<file path="config.mk">
export PLATFORM = sky130hd
export DESIGN_NAME = pipe_reg_skid
export DESIGN_NICKNAME = d
export VERILOG_FILES = /design/src/rtl/pipe_reg_skid.sv
export SDC_FILE = /design/constraint.sdc
export NUM_CORES = 1
export LEC_CHECK = 0
export ABC_AREA = 1
export BUFFER_PORTS_ARGS = -buffer_cell sky130_fd_sc_hd__buf_4
export CAP_MARGIN = 20
export CORE_ASPECT_RATIO = 0.6
export CORE_UTILIZATION = 48
export CTS_CLUSTER_DIAMETER = 80
export DETAILED_ROUTE_END_ITERATION = 8
export GPL_TIMING_DRIVEN = 0
export PLACE_DENSITY = 0.72
export SKIP_CTS_REPAIR_TIMING = 1
export SLEW_MARGIN = 20
export SYNTH_ARGS = -nofsm -noshare
export SYNTH_HDL_FRONTEND = slang
export SYNTH_SLANG_ARGS = --single-unit
export TNS_END_PERCENT = 5
</file>
<file path="constraint.sdc">
create_clock -name clk -period 3.4 [get_ports clk]
set_input_delay 0.34 -clock clk [delete_from_list [all_inputs] [get_ports clk]]
set_output_delay 0.34 -clock clk [all_outputs]
set_load 0.01 [all_outputs]
</file>
<file path="src/rtl/pipe_reg_skid.sv">
// Pipeline stage register with valid/ready handshake, a 2-entry skid buffer and flush.
// in_ready is registered, so a downstream stall never forms a combinational path upstream.
module pipe_reg_skid #(
    parameter int unsigned      WIDTH          = 32,
    parameter logic [WIDTH-1:0] RESET_VAL      = '0,
    parameter bit               CLEAR_ON_FLUSH = 1'b1
) (
    input  logic             clk,
    input  logic             rst,
    input  logic             flush,
    input  logic             in_valid,
    output logic             in_ready,
    input  logic [WIDTH-1:0] in_data,
    output logic             out_valid,
    input  logic             out_ready,
    output logic [WIDTH-1:0] out_data,
    output logic [1:0]       count
);

    typedef enum logic [1:0] {
        ST_EMPTY = 2'd0,
        ST_ONE   = 2'd1,
        ST_TWO   = 2'd2
    } state_t;

    state_t           state_r;
    state_t           state_s;
    logic [WIDTH-1:0] main_r;
    logic [WIDTH-1:0] main_s;
    logic [WIDTH-1:0] skid_r;
    logic [WIDTH-1:0] skid_s;
    logic             in_ready_r;
    logic             out_valid_r;
    logic             accept_s;
    logic             fire_s;

    assign accept_s  = in_valid & in_ready_r;
    assign fire_s    = out_valid_r & out_ready;

    assign in_ready  = in_ready_r;
    assign out_valid = out_valid_r;
    assign out_data  = main_r;
    assign count     = state_r;

    // Next-state and data-path selection; flush wins over any handshake.
    always_comb begin
        state_s = state_r;
        main_s  = main_r;
        skid_s  = skid_r;
        if (flush) begin
            state_s = ST_EMPTY;
            if (CLEAR_ON_FLUSH) begin
                main_s = RESET_VAL;
                skid_s = RESET_VAL;
            end else begin
                main_s = main_r;
                skid_s = skid_r;
            end
        end else begin
            case (state_r)
                ST_EMPTY: begin
                    if (accept_s) begin
                        main_s  = in_data;
                        state_s = ST_ONE;
                    end else begin
                        state_s = ST_EMPTY;
                    end
                end
                ST_ONE: begin
                    if (accept_s && fire_s) begin
                        main_s  = in_data;
                        state_s = ST_ONE;
                    end else if (accept_s) begin
                        skid_s  = in_data;
                        state_s = ST_TWO;
                    end else if (fire_s) begin
                        state_s = ST_EMPTY;
                    end else begin
                        state_s = ST_ONE;
                    end
                end
                ST_TWO: begin
                    // in_ready is low here, so only the drain path exists
                    if (fire_s) begin
                        main_s  = skid_r;
                        state_s = ST_ONE;
                    end else begin
                        state_s = ST_TWO;
                    end
                end
                default: begin
                    state_s = ST_EMPTY;
                end
            endcase
        end
    end

    // State, storage and registered handshake outputs.
    always_ff @(posedge clk) begin
        if (rst) begin
            state_r     <= ST_EMPTY;
            main_r      <= RESET_VAL;
            skid_r      <= RESET_VAL;
            in_ready_r  <= 1'b1;
            out_valid_r <= 1'b0;
        end else begin
            state_r     <= state_s;
            main_r      <= main_s;
            skid_r      <= skid_s;
            in_ready_r  <= (state_s != ST_TWO);
            out_valid_r <= (state_s != ST_EMPTY);
        end
    end

    pipe_reg_skid_chk #(.WIDTH(WIDTH)) u_chk (
        .clk       (clk),
        .rst       (rst),
        .flush     (flush),
        .in_ready  (in_ready_r),
        .out_valid (out_valid_r),
        .out_ready (out_ready),
        .out_data  (main_r),
        .count     (state_r)
    );

endmodule

// Protocol checker: legal occupancy, ready/valid consistency, stall stability.
module pipe_reg_skid_chk #(
    parameter int unsigned WIDTH = 32
) (
    input logic             clk,
    input logic             rst,
    input logic             flush,
    input logic             in_ready,
    input logic             out_valid,
    input logic             out_ready,
    input logic [WIDTH-1:0] out_data,
    input logic [1:0]       count
);

    a_count_legal: assert property (@(posedge clk) disable iff (rst)
        count != 2'd3);

    a_ready_consistent: assert property (@(posedge clk) disable iff (rst)
        (in_ready == (count != 2'd2)) && (out_valid == (count != 2'd0)));

    a_stall_stable: assert property (@(posedge clk) disable iff (rst)
        (out_valid && !out_ready && !flush) |=> (out_valid && $stable(out_data)));

endmodule

</file>
* After elaboration in Yosys (flattened, before gate mapping)
Cells that the tools add are included.
** Storage, ports and cells
- Flip-flop bits (word level) :: 68
- Input port bits :: 37
- Output and inout port bits :: 36
- Logic and storage cells :: 32
** Operators by class
- Eq/ne operators :: 6
- Muxes and demuxes :: 11
- Bitwise gates (word level) :: 3
- Reduce and logical (&&, ||, !) cells :: 7
** Operators by type and width (count)
- 32-bit 2-to-1 mux :: 3
- 32-bit one-hot mux with 3 select lines :: 1
- 2-bit 2-to-1 mux :: 4
- 2-bit inequality test, second input constant :: 4
- 2-bit one-hot mux with 3 select lines :: 1
- 4-bit AND reduction :: 1
- 3-bit AND reduction :: 1
- 3-bit nonzero test :: 1
- 1-bit bitwise AND :: 2
- 2-bit by 1-bit == test with 1-bit output, second input constant :: 1
- 2-bit == test, second input constant :: 1
- 2-bit logical NOT :: 1
- 1-bit 2-to-1 mux :: 2
- 2-bit nonzero test :: 1
- 2-bit OR reduction :: 1
- 1-bit logical AND :: 1
- 1-bit NOT :: 1

* Depth between registers and ports, before layout
Gate-level depths: netlist of run 1.
- Depth in word-level cells :: 7
- Mapped depth :: 9
- Depth with buffers taken out :: 7

* Least setup slack after synthesis of run 1
OpenSTA, ideal clock, no wires.
- Path kind :: reg-to-reg
- Start point :: register state_r[1], in the netlist count[1]
- End point :: register main_r[14], in the netlist out_data[14]
- Setup time :: 0.115 ns
- Data arrival time :: 1.103 ns
- Required time :: 3.285 ns
- Path slack :: 2.182 ns
- Cell stages (with the launch flop) :: 10
- Path buffers :: 2
- Clock period less this slack :: 1.218 ns
- Path through :: dfxtp_1 > inv_2 > nand3_1 > nand2_1 > nand2_2 > buf_6 > buf_6 > nand3_2 > nand2_1 > nor2_1
** On the way
- Word-level cells in the longest chain between the ends :: 3
- Elaborated cells on any way between the ends :: 9
- Classes of those cells :: eq/ne (5); mux (1); reduce/logical (3)
** Ends and longest elaborated chain
- start: declaration :: line 26 : state_t state_r;
- start signal: assignment :: line 107 : state_r <= state_s;
- 2-bit by 1-bit == test with 1-bit output, or another cell as far along :: line 60 : case (state_r)
- 2-bit inequality test (no source line) or 3-bit nonzero test (tied branches)
- 4-bit AND reduction (no source line)
- end signal: assignment :: line 108 : main_r <= main_s;
- end: declaration :: line 28 : logic [WIDTH-1:0] main_r;
Several ways; a longest one is shown, not always the timed one.
A chain may end at the register's enable or synchronous reset.

* Worst setup path in the final report of run 1
- Start point :: register state_r[1], in the netlist count[1]
- End point :: register main_r[5], in the netlist out_data[5]
Same word-level chain as after synthesis.

==> results of run 1 <==
-- final cells by class --
type	count	share of cell area, %
buffer	34	5.34
timing repair buffer	72	13.3
clock buffer	10	3.40
multi-input combinational	276	33.6
tap	84	2.59
inverter	71	6.58
clock inverter	6	1.58
sequential	68	33.6
-- worst min path at each step --
stage	endpoint	slack, ns	depth (start not counted)
after floorplan	skid_r[2]$_SDFFE_PP0P_	0.42	2
after CTS	skid_r[17]$_SDFFE_PP0P_	0.25	3
final	skid_r[20]$_SDFFE_PP0P_	0.27	3
after global routing	skid_r[17]$_SDFFE_PP0P_	0.28	3
after detailed placement	skid_r[2]$_SDFFE_PP0P_	0.44	2
after global placement	skid_r[7]$_SDFFE_PP0P_	0.43	2
-- worst max-delay path, delay by kind of cell (launching register included) --
family                 cells  cell delay, ns
DFF                        1            0.42
AOI/OAI and AO/OA          2            0.37
buffers and inverters      2            0.34
and+or+nand+nor            3            0.26
-- per-layer routing --
metal	wire (um)	share of wire [%]
met1	4030	52
met4	96	1.2
met5	0	0
met3	470	6.0
met2	3180	41
-- Yosys cell counts (3+ instances only) --
master	number
nand3_1	16
nand2_1	74
a21oi_1	64
inv_1	67
dfxtp_1	68
nand3_2	20
nor2_1	34
o21ai_0	33
o21ai_1	33
clkbuf_1	7
buf_4	6
inv_2	4
buf_1	3
buf_6	7
buf_2	11
-- power breakdown --
group          internal [mW]  switching, mW
Combinational          0.120          0.142
Sequential             0.823         0.0130
Clock                  0.357          0.316
Total                   1.30          0.471
-- sequential cells by signal (all words and copies together) (netlist names) --
signal and flops:
count 2, out_data 32, skid_r 32, out_valid 1, in_ready 1
-- stage by stage --
step	power, mW	setup WS, ns
global placement	1.11	1.90
floorplan	1.01	2.18
global route	1.86	1.79
finish	1.77	1.90
CTS	1.79	1.92
detailed placement	1.11	1.88
-- kinds of logic after synthesis --
group	after synthesis	share of synthesized area [%]
simple gates	146	22.1
compound gates	130	20.3
buf+inv	105	15.1
flops	68	42.5
==> impl_metrics.env, run 1 <==
export IMPL_fin_area_um2=4050
export IMPL_synth_cells=449
export IMPL_n_fill_cell=588
export IMPL_cap_violations=0
export IMPL_die_area_um2=7020
export IMPL_avgSynthCellArea_um2=7.14
export IMPL_grt_use_total_pct=24.4
export IMPL_grt_setup_unrepaired="false"
export IMPL_cp_common_cell="nand2_1"
export IMPL_cts_sinks=68
export IMPL_hold_ws_ns=0.271
export IMPL_grt_pass1_vias=2835
export IMPL_cpMaxStageDelayCell="dfxtp_1"
export IMPL_fp_dieH_um=65.3
export IMPL_synthFlopType="dfxtp_1"
export IMPL_ys_top_cells_by_area="dfxtp_1 (42%), a21oi_1 (10%), nand2_1 (8.7%), inv_1 (7.8%), nand3_2 (6.2%)"
export IMPL_hold_viol=0
export IMPL_place_area_um2=3850
export IMPL_worstHoldPathType="in2reg"
export IMPL_coreArea_um2=6280
export IMPL_ir_drop_mv=0.226
export IMPL_total_leakage_power_nw=1.85
export IMPL_cp_arrival_ns=1.73
export IMPL_synth_fp_nets=486
export IMPL_min_period_over_period_pct=44.2
export IMPL_relSlewSlack_pct=67.8
export IMPL_grt_use_met3_pct=5.95
export IMPL_met1_usage_pct=34.0
export IMPL_worstSetupStartpoint="count[1]$_SDFF_PP0_"
export IMPL_ant_nets=0
export IMPL_die_w_um=107
export IMPL_layout_common_cells="buf_4 (78), nand2_1 (74), dfxtp_1 (68), inv_1 (67), a21oi_1 (64)"
export IMPL_dr_pass1_iters=5
export IMPL_initial_utilization_pct=51.1
export IMPL_rrSetupSlack_ns=1.90
export IMPL_nets=569
export IMPL_p_per_area_nw_per_um2=437
export IMPL_clkSlewWorstSetupHoldPaths_ns=0.08
export IMPL_drt_iter0_drc=136
export IMPL_ys_types=17
export IMPL_drive_gt1_share_pct=25.7
export IMPL_end_kind="register"
export IMPL_clkLatencyLatePin_ns=0.35
export IMPL_critPathCapture="out_data[5]$_SDFFE_PP0P_"
export IMPL_status="finished, final reports clean"
export IMPL_r2r_end="out_data[5]$_SDFFE_PP0P_"
export IMPL_dp_cells=605
export IMPL_worst_setup_path_start_kind="register"
export IMPL_grt_max_degree=13
export IMPL_clockRootBuffer="clkbuf_8"
export IMPL_routed_via_count=3090
export IMPL_timing_critical_path_required_ns=3.63
export IMPL_instances_no_fill=621
export IMPL_yosysTopAreaCellShare_pct=42.5
export IMPL_reg2reg_depth=7
export IMPL_synth_cell_area_um2=3200
export IMPL_routed_wl_um=7780
export IMPL_met2_usage_pct=37.3
export IMPL_num_rows=22
export IMPL_max_freq_mhz=665
export IMPL_hold_path_startpoint="in_data[20]"
export IMPL_antenna_found_initial=0
export IMPL_crit_path_cell_trace="nand2_1, buf_6, buf_2, nand2_1, o21ai_0, a21oi_1, nor2_1"
export IMPL_diodes=0
export IMPL_cts_tree="yes"
export IMPL_synthArstFlopShare_pct=0
export IMPL_synth_top_cell_by_area="dfxtp_1"
export IMPL_pin_count=73
export IMPL_grt_overflow_total=0
export IMPL_reg2reg_from="count[1]$_SDFF_PP0_"
export IMPL_yosys_warnings=0
export IMPL_seq_area_frac_synth_pct=42.5
export IMPL_skew_ns=0.00861
export IMPL_viasPerCell=4.98
export IMPL_final_setup_tns_ns=0
export IMPL_mostFrequentLayoutCell="buf_4"
export IMPL_min_period_ns=1.50
export IMPL_crit_path_max_fanout=10
export IMPL_final_util_pct=64.6
export IMPL_io_buffers=72
export IMPL_max_stage_delay_ns=0.42
export IMPL_cts_inserted_buffers=9
export IMPL_htreeDepth=3
export IMPL_post_drt_wl_per_cell_um=12.5
export IMPL_tightest_slew_ns=0.483
export IMPL_grt_pass1_wl_um=13200
export IMPL_gp_congestion=0.843
export IMPL_multi_input_area_um2=1360
export IMPL_setup_viol=0
export IMPL_clock_path_buffers=2
export IMPL_drc_errors=0
export IMPL_layout_area_seq_um2=1360
export IMPL_yosys_register_bits=68
export IMPL_crit_type="reg2reg"
export IMPL_dpl_hpwl_um=5560
export IMPL_maxSlewViolCount=0
export IMPL_area_growth_syn_to_layout_pct=26.4
export IMPL_gr_max_usage_layer="met2"
export IMPL_synth_edf_count=0
No activity file was read; power rests on OpenSTA's default activity.
==> inputs of run 2 (changes only) <==
--- a/config.mk
+++ b/config.mk
@@ -13,7 +13,7 @@
 export CTS_CLUSTER_DIAMETER = 80
 export DETAILED_ROUTE_END_ITERATION = 8
 export GPL_TIMING_DRIVEN = 0
-export PLACE_DENSITY = 0.72
+export PLACE_DENSITY = 0.75
 export SKIP_CTS_REPAIR_TIMING = 1
 export SLEW_MARGIN = 20
 export SYNTH_ARGS = -nofsm -noshare
==> constraint.sdc (replaced) <==
create_clock -name clk -period 1.2 [get_ports clk]
set_input_delay 0.12 -clock clk [delete_from_list [all_inputs] [get_ports clk]]
set_output_delay 0.12 -clock clk [all_outputs]
set_load 0.01 [all_outputs]
==> run 2 against run 1 <==
  * The flow now finishes with violations (negative setup slack)
  * Worst hold slack got worse by 0.22 ns
  * Sequential power increased to 2.8 times the previous value
  * Total power grew to 3.0 times the previous value
  * Core utilization is 6.1 points higher
  * Maximum frequency grew 17%
  * Critical endpoint is now skid_r[7]$_SDFFE_PP0P_
  * Largest power group unchanged
==> impl_metrics.env, run 2 (synthesized netlist as in run 1, its figures left out) <==
export IMPL_num_rows=22
export IMPL_fp_dieH_um=65.3
export IMPL_n_fill_cell=501
export IMPL_clock_path_buffers=2
export IMPL_cp_arrival_ns=1.53
export IMPL_comb_power_share_pct=16.3
export IMPL_grt_use_total_pct=24.5
export IMPL_clkLatencyLatePin_ns=0.35
export IMPL_coreArea_um2=6280
export IMPL_grt_pass1_wl_um=13200
export IMPL_ant_nets=0
export IMPL_ir_drop_mv=0.643
export IMPL_end_kind="register"
export IMPL_hold_ws_ns=0.0557
export IMPL_total_leakage_power_nw=1.98
export IMPL_worstHoldPathType="in2reg"
export IMPL_post_drt_wl_per_cell_um=13.6
export IMPL_relSlewSlack_pct=69.2
export IMPL_routed_via_count=3184
export IMPL_worst_setup_path_start_kind="register"
export IMPL_clockRootBuffer="clkbuf_8"
export IMPL_cts_tree="yes"
export IMPL_violations="negative setup slack"
export IMPL_die_area_um2=7020
export IMPL_drive_gt1_share_pct=35.1
export IMPL_pin_count=73
export IMPL_grt_setup_unrepaired="true"
export IMPL_min_period_ns=1.29
export IMPL_seqPwrFrac_pct=44.1
export IMPL_crit_type="reg2reg"
export IMPL_dpl_hpwl_um=5620
export IMPL_multi_input_area_um2=1530
export IMPL_area_growth_syn_to_layout_pct=38.5
export IMPL_clkPwrFrac_pct=39.6
export IMPL_skew_ns=0.00936
export IMPL_die_w_um=107
export IMPL_initial_utilization_pct=51.1
export IMPL_drc_errors=0
export IMPL_final_setup_tns_ns=-3.48
export IMPL_htreeDepth=3
export IMPL_clkSlewWorstSetupHoldPaths_ns=0.07
export IMPL_layout_area_seq_um2=1370
export IMPL_status="complete, but fails checks"
export IMPL_hold_viol=0
export IMPL_maxSlewViolCount=0
export IMPL_min_period_over_period_pct=107
export IMPL_grt_overflow_total=0
export IMPL_routed_wl_um=8560
export IMPL_internal_power_mw=3.96
export IMPL_timing_critical_path_required_ns=1.44
export IMPL_antenna_found_initial=0
export IMPL_cts_sinks=68
export IMPL_diodes=0
export IMPL_cts_inserted_buffers=9
export IMPL_layout_common_cells="buf_4 (81), nand2_1 (74), inv_1 (67), dfxtp_1 (64), o21ai_1 (44)"
export IMPL_mostFrequentLayoutCell="buf_4"
export IMPL_p_switching_mw=1.40
export IMPL_final_util_pct=70.7
export IMPL_p_per_area_nw_per_um2=1210
export IMPL_gp_congestion=0.887
export IMPL_nets=576
export IMPL_cap_violations=0
export IMPL_dr_pass1_iters=5
export IMPL_p_sw_share_pct=26.2
export IMPL_viasPerCell=5.07
export IMPL_crit_path_max_fanout=10
export IMPL_setup_slack_ns=-0.0893
export IMPL_drt_iter0_drc=153
export IMPL_setup_viol=63
export IMPL_io_buffers=72
export IMPL_grt_max_degree=13
export IMPL_grt_pass1_vias=2824
export IMPL_tightest_slew_ns=0.461
export IMPL_max_freq_mhz=776
-- run 2: power by group through the flow --
stage	clock [mW]	combinational (mW)	sequential, mW
2_1_floorplan	0	0.417	2.44
3_3_place_gp	0	0.723	2.42
3_5_place_dp	0	0.738	2.42
4_1_cts	2.14	0.744	2.37
5_1_grt	2.28	0.963	2.38
6_report	2.13	0.875	2.37
-- run 2: per-layer routing --
| metal | global-route usage [%] | vias up | wire length (um) |
|---|---|---|---|
| li1 | - | 1608 | - |
| met1 | 33.1 | 1447 | 4120 |
| met2 | 38.9 | 121 | 3750 |
| met3 | 7.64 | 8 | 631 |
| met4 | 4.11 | 0 | 65 |
| met5 | 0 | - | 0 |
-- run 2: path summary, 6_finish.rpt --
path                            slack (ns)  depth (start not counted)                     end                    from
worst min register to register        0.45                          2  skid_r[2]$_SDFFE_PP0P_  skid_r[2]$_SDFFE_PP0P_
worst max-delay path                 -0.09                          6  skid_r[7]$_SDFFE_PP0P_     count[1]$_SDFF_PP0_
worst max register to register       -0.09                          6  skid_r[7]$_SDFFE_PP0P_     count[1]$_SDFF_PP0_
worst min-delay path                  0.06                          3  skid_r[8]$_SDFFE_PP0P_              in_data[8]
-- run 2: cell type report --
| cell class | instances | area share, % |
|---|---|---|
| Inverter | 71 | 6.12 |
| Tap cell | 84 | 2.37 |
| Clock inverter | 6 | 1.97 |
| Clock buffer | 10 | 3.10 |
| Multi-Input combinational cell | 277 | 34.5 |
| Timing Repair Buffer | 78 | 13.5 |
| Buffer | 34 | 7.56 |
| Sequential cell | 68 | 30.9 |
-- run 2: through the flow --
step / instances / setup WS [ns] / instance area, um2 / power (mW)
after floorplan: 449 / -0.0159 / 3210 / 2.86
after CTS: 621 / -0.178 / 4080 / 5.25
after detailed placement: 605 / -0.154 / 3850 / 3.16
after global placement: 605 / -0.135 / 3850 / 3.14
after global routing: 628 / -0.159 / 4440 / 5.62
final: 628 / -0.0893 / 4440 / 5.37
-- run 2: worst max-delay path, stage by stage, from the launching register on --
cell and delay, ns:
dfxtp_4 0.38, nor2_2 0.15, nand3_1 0.14, buf_6 0.18, buf_6 0.14, o21ai_1 0.14
a21oi_1 0.05
==> inputs of run 3 (changes only) <==
--- a/config.mk
+++ b/config.mk
@@ -13,6 +13,7 @@
 export CTS_CLUSTER_DIAMETER = 80
 export DETAILED_ROUTE_END_ITERATION = 8
 export GPL_TIMING_DRIVEN = 0
+export MAX_ROUTING_LAYER = met4
 export PLACE_DENSITY = 0.75
 export SKIP_CTS_REPAIR_TIMING = 1
 export SLEW_MARGIN = 20
==> run 3 against run 2 <==
  * The run still ends with negative setup slack left
  * Final area decreased by 0.14%
  * Sequential cell count unchanged
  * Global-route usage increased by 0.62 points
  * Critical path type unchanged
  * Critical endpoint is now out_data[4]$_SDFFE_PP0P_
  * Highest routed layer unchanged
==> impl_metrics.env, run 3 (synthesized netlist as in run 1, its figures left out) <==
export IMPL_viasPerCell=5.15
export IMPL_pin_count=73
export IMPL_routed_via_count=3232
export IMPL_clockRootBuffer="clkbuf_8"
export IMPL_initial_utilization_pct=51.1
export IMPL_max_freq_mhz=775
export IMPL_grt_use_total_pct=25.1
export IMPL_layout_area_seq_um2=1370
export IMPL_timing_critical_path_required_ns=1.45
export IMPL_crit_path_cell_trace="nand2_1, inv_2, buf_12, nand3_4, buf_6, a21oi_2, nor2_1"
export IMPL_diodes=0
export IMPL_clock_path_buffers=2
export IMPL_clkSlewWorstSetupHoldPaths_ns=0.07
export IMPL_gp_congestion=0.902
export IMPL_skew_ns=0.0101
export IMPL_worstHoldPathType="in2reg"
export IMPL_hold_viol=0
export IMPL_end_kind="register"
export IMPL_clkLatencyLatePin_ns=0.35
export IMPL_htreeDepth=3
export IMPL_mostFrequentLayoutCell="buf_4"
export IMPL_routed_wl_um=8590
export IMPL_io_buffers=72
export IMPL_drive_gt1_share_pct=34.0
export IMPL_multi_input_area_um2=1520
export IMPL_tightest_slew_ns=0.459
export IMPL_max_stage_delay_ns=0.34
export IMPL_crit_path_max_fanout=10
export IMPL_dr_max_layer_used="met4"
export IMPL_reg2reg_from="in_ready$_SDFF_PP1_"
export IMPL_nets=576
export IMPL_worst_setup_path_start_kind="register"
export IMPL_cts_inserted_buffers=9
export IMPL_cp_arrival_ns=1.54
export IMPL_cpMaxStageDelayCell="dfxtp_2"
export IMPL_hold_path_startpoint="in_data[8]"
export IMPL_maxSlewViolCount=0
export IMPL_grt_pass1_wl_um=13200
export IMPL_ir_drop_mv=0.652
export IMPL_violations="negative setup slack"
export IMPL_grt_pass1_vias=2831
export IMPL_fp_dieH_um=65.3
export IMPL_dp_slack_ns=-0.154
export IMPL_drt_iter0_drc=149
export IMPL_setup_slack_ns=-0.0904
export IMPL_cap_violations=0
export IMPL_reg2reg_depth=7
export IMPL_rrSetupSlack_ns=-0.09
export IMPL_n_fill_cell=503
export IMPL_met2_wirelength_um=3800
export IMPL_grt_overflow_total=0
export IMPL_p_per_area_nw_per_um2=1210
export IMPL_drc_errors=0
export IMPL_area_growth_syn_to_layout_pct=38.3
export IMPL_dr_pass1_iters=5
export IMPL_holdPathStages=3
export IMPL_cts_tree="yes"
export IMPL_grt_max_degree=13
export IMPL_num_rows=22
export IMPL_setup_viol=54
export IMPL_r2r_end="out_data[4]$_SDFFE_PP0P_"
export IMPL_die_area_um2=7020
export IMPL_layout_common_cells="buf_4 (82), nand2_1 (74), inv_1 (67), dfxtp_1 (64), o21ai_1 (46)"
export IMPL_min_period_over_period_pct=108
export IMPL_drt_met1_wl_um=4040
export IMPL_grt_setup_unrepaired="true"
export IMPL_min_period_ns=1.29
export IMPL_min_to="skid_r[8]$_SDFFE_PP0P_"
export IMPL_status="complete, but fails checks"
export IMPL_wl_met3_um=654
export IMPL_crit_type="reg2reg"
export IMPL_final_util_pct=70.6
export IMPL_dpl_hpwl_um=5620
export IMPL_post_drt_wl_per_cell_um=13.7
export IMPL_coreArea_um2=6280
export IMPL_relSlewSlack_pct=69.4
export IMPL_cts_sinks=68
export IMPL_total_leakage_power_nw=1.98
export IMPL_antenna_found_initial=0
export IMPL_ant_nets=0
export IMPL_die_w_um=107
==> run 3: cell count changes in the layout (fill, tap and decap cells not counted), sizes merged <==
| cell | before | now |
|---|---|---|
| buf | 107 | 108 |
| clkbuf | 15 | 14 |
==> run 3: per-stage QoR <==
stage | hold WS (ns) | cell area (um2) | cells | power (mW) | TNS [ns]
after floorplan | 0.294 | 3210 | 449 | 2.86 | -0.277
after global placement | 0.396 | 3850 | 605 | 3.14 | -4.02
after detailed placement | 0.404 | 3850 | 605 | 3.16 | -5.38
after CTS | 0.0472 | 4080 | 621 | 5.25 | -6.84
after global routing | 0.0455 | 4430 | 628 | 5.62 | -6.13
final | 0.0501 | 4430 | 628 | 5.38 | -2.53
==> run 3: power breakdown <==
part	switching [mW]	leakage (nW)	internal, mW
registers	0.0375	0.554	2.33
logic	0.466	1.31	0.412
clock network	0.907	0.116	1.23
total	1.41	1.98	3.97
==> run 3: layout make-up <==
cell class,count,share of cell area (%)
Tap cell,84,2.37
Buffer,34,7.77
Timing Repair Buffer,78,13.5
Sequential cell,68,30.9
Clock inverter,6,1.98
Clock buffer,10,3.11
Inverter,71,6.13
Multi-Input combinational cell,277,34.3
==> run 3: worst max-delay path: cells and delay by family, from the launching register on <==
kind	cells	cell delay, ns
AOI/OAI and AO/OA	1	0.16
buffers and inverters	3	0.42
DFF	1	0.34
and+or+nand+nor	3	0.28
==> run 3: how the worst max path moves through the flow <==
stage	slack [ns]	from	to	depth (start not counted)
floorplan	-0.02	in_ready$_SDFF_PP1_	skid_r[21]$_SDFFE_PP0P_	7
finish	-0.09	in_ready$_SDFF_PP1_	out_data[4]$_SDFFE_PP0P_	7
global placement	-0.14	out_valid$_SDFF_PP0_	out_data[31]$_SDFFE_PP0P_	6
CTS	-0.18	out_valid$_SDFF_PP0_	skid_r[23]$_SDFFE_PP0P_	5
global route	-0.15	in_ready$_SDFF_PP1_	out_data[3]$_SDFFE_PP0P_	7
detailed placement	-0.15	out_valid$_SDFF_PP0_	out_data[31]$_SDFFE_PP0P_	6
==> run 3: per-layer routing <==
metal	GRT usage, %	vias up
li1	-	1607
met1	33.2	1481
met2	38.7	131
met3	7.04	13
met4	4.62	0
met5	-	-
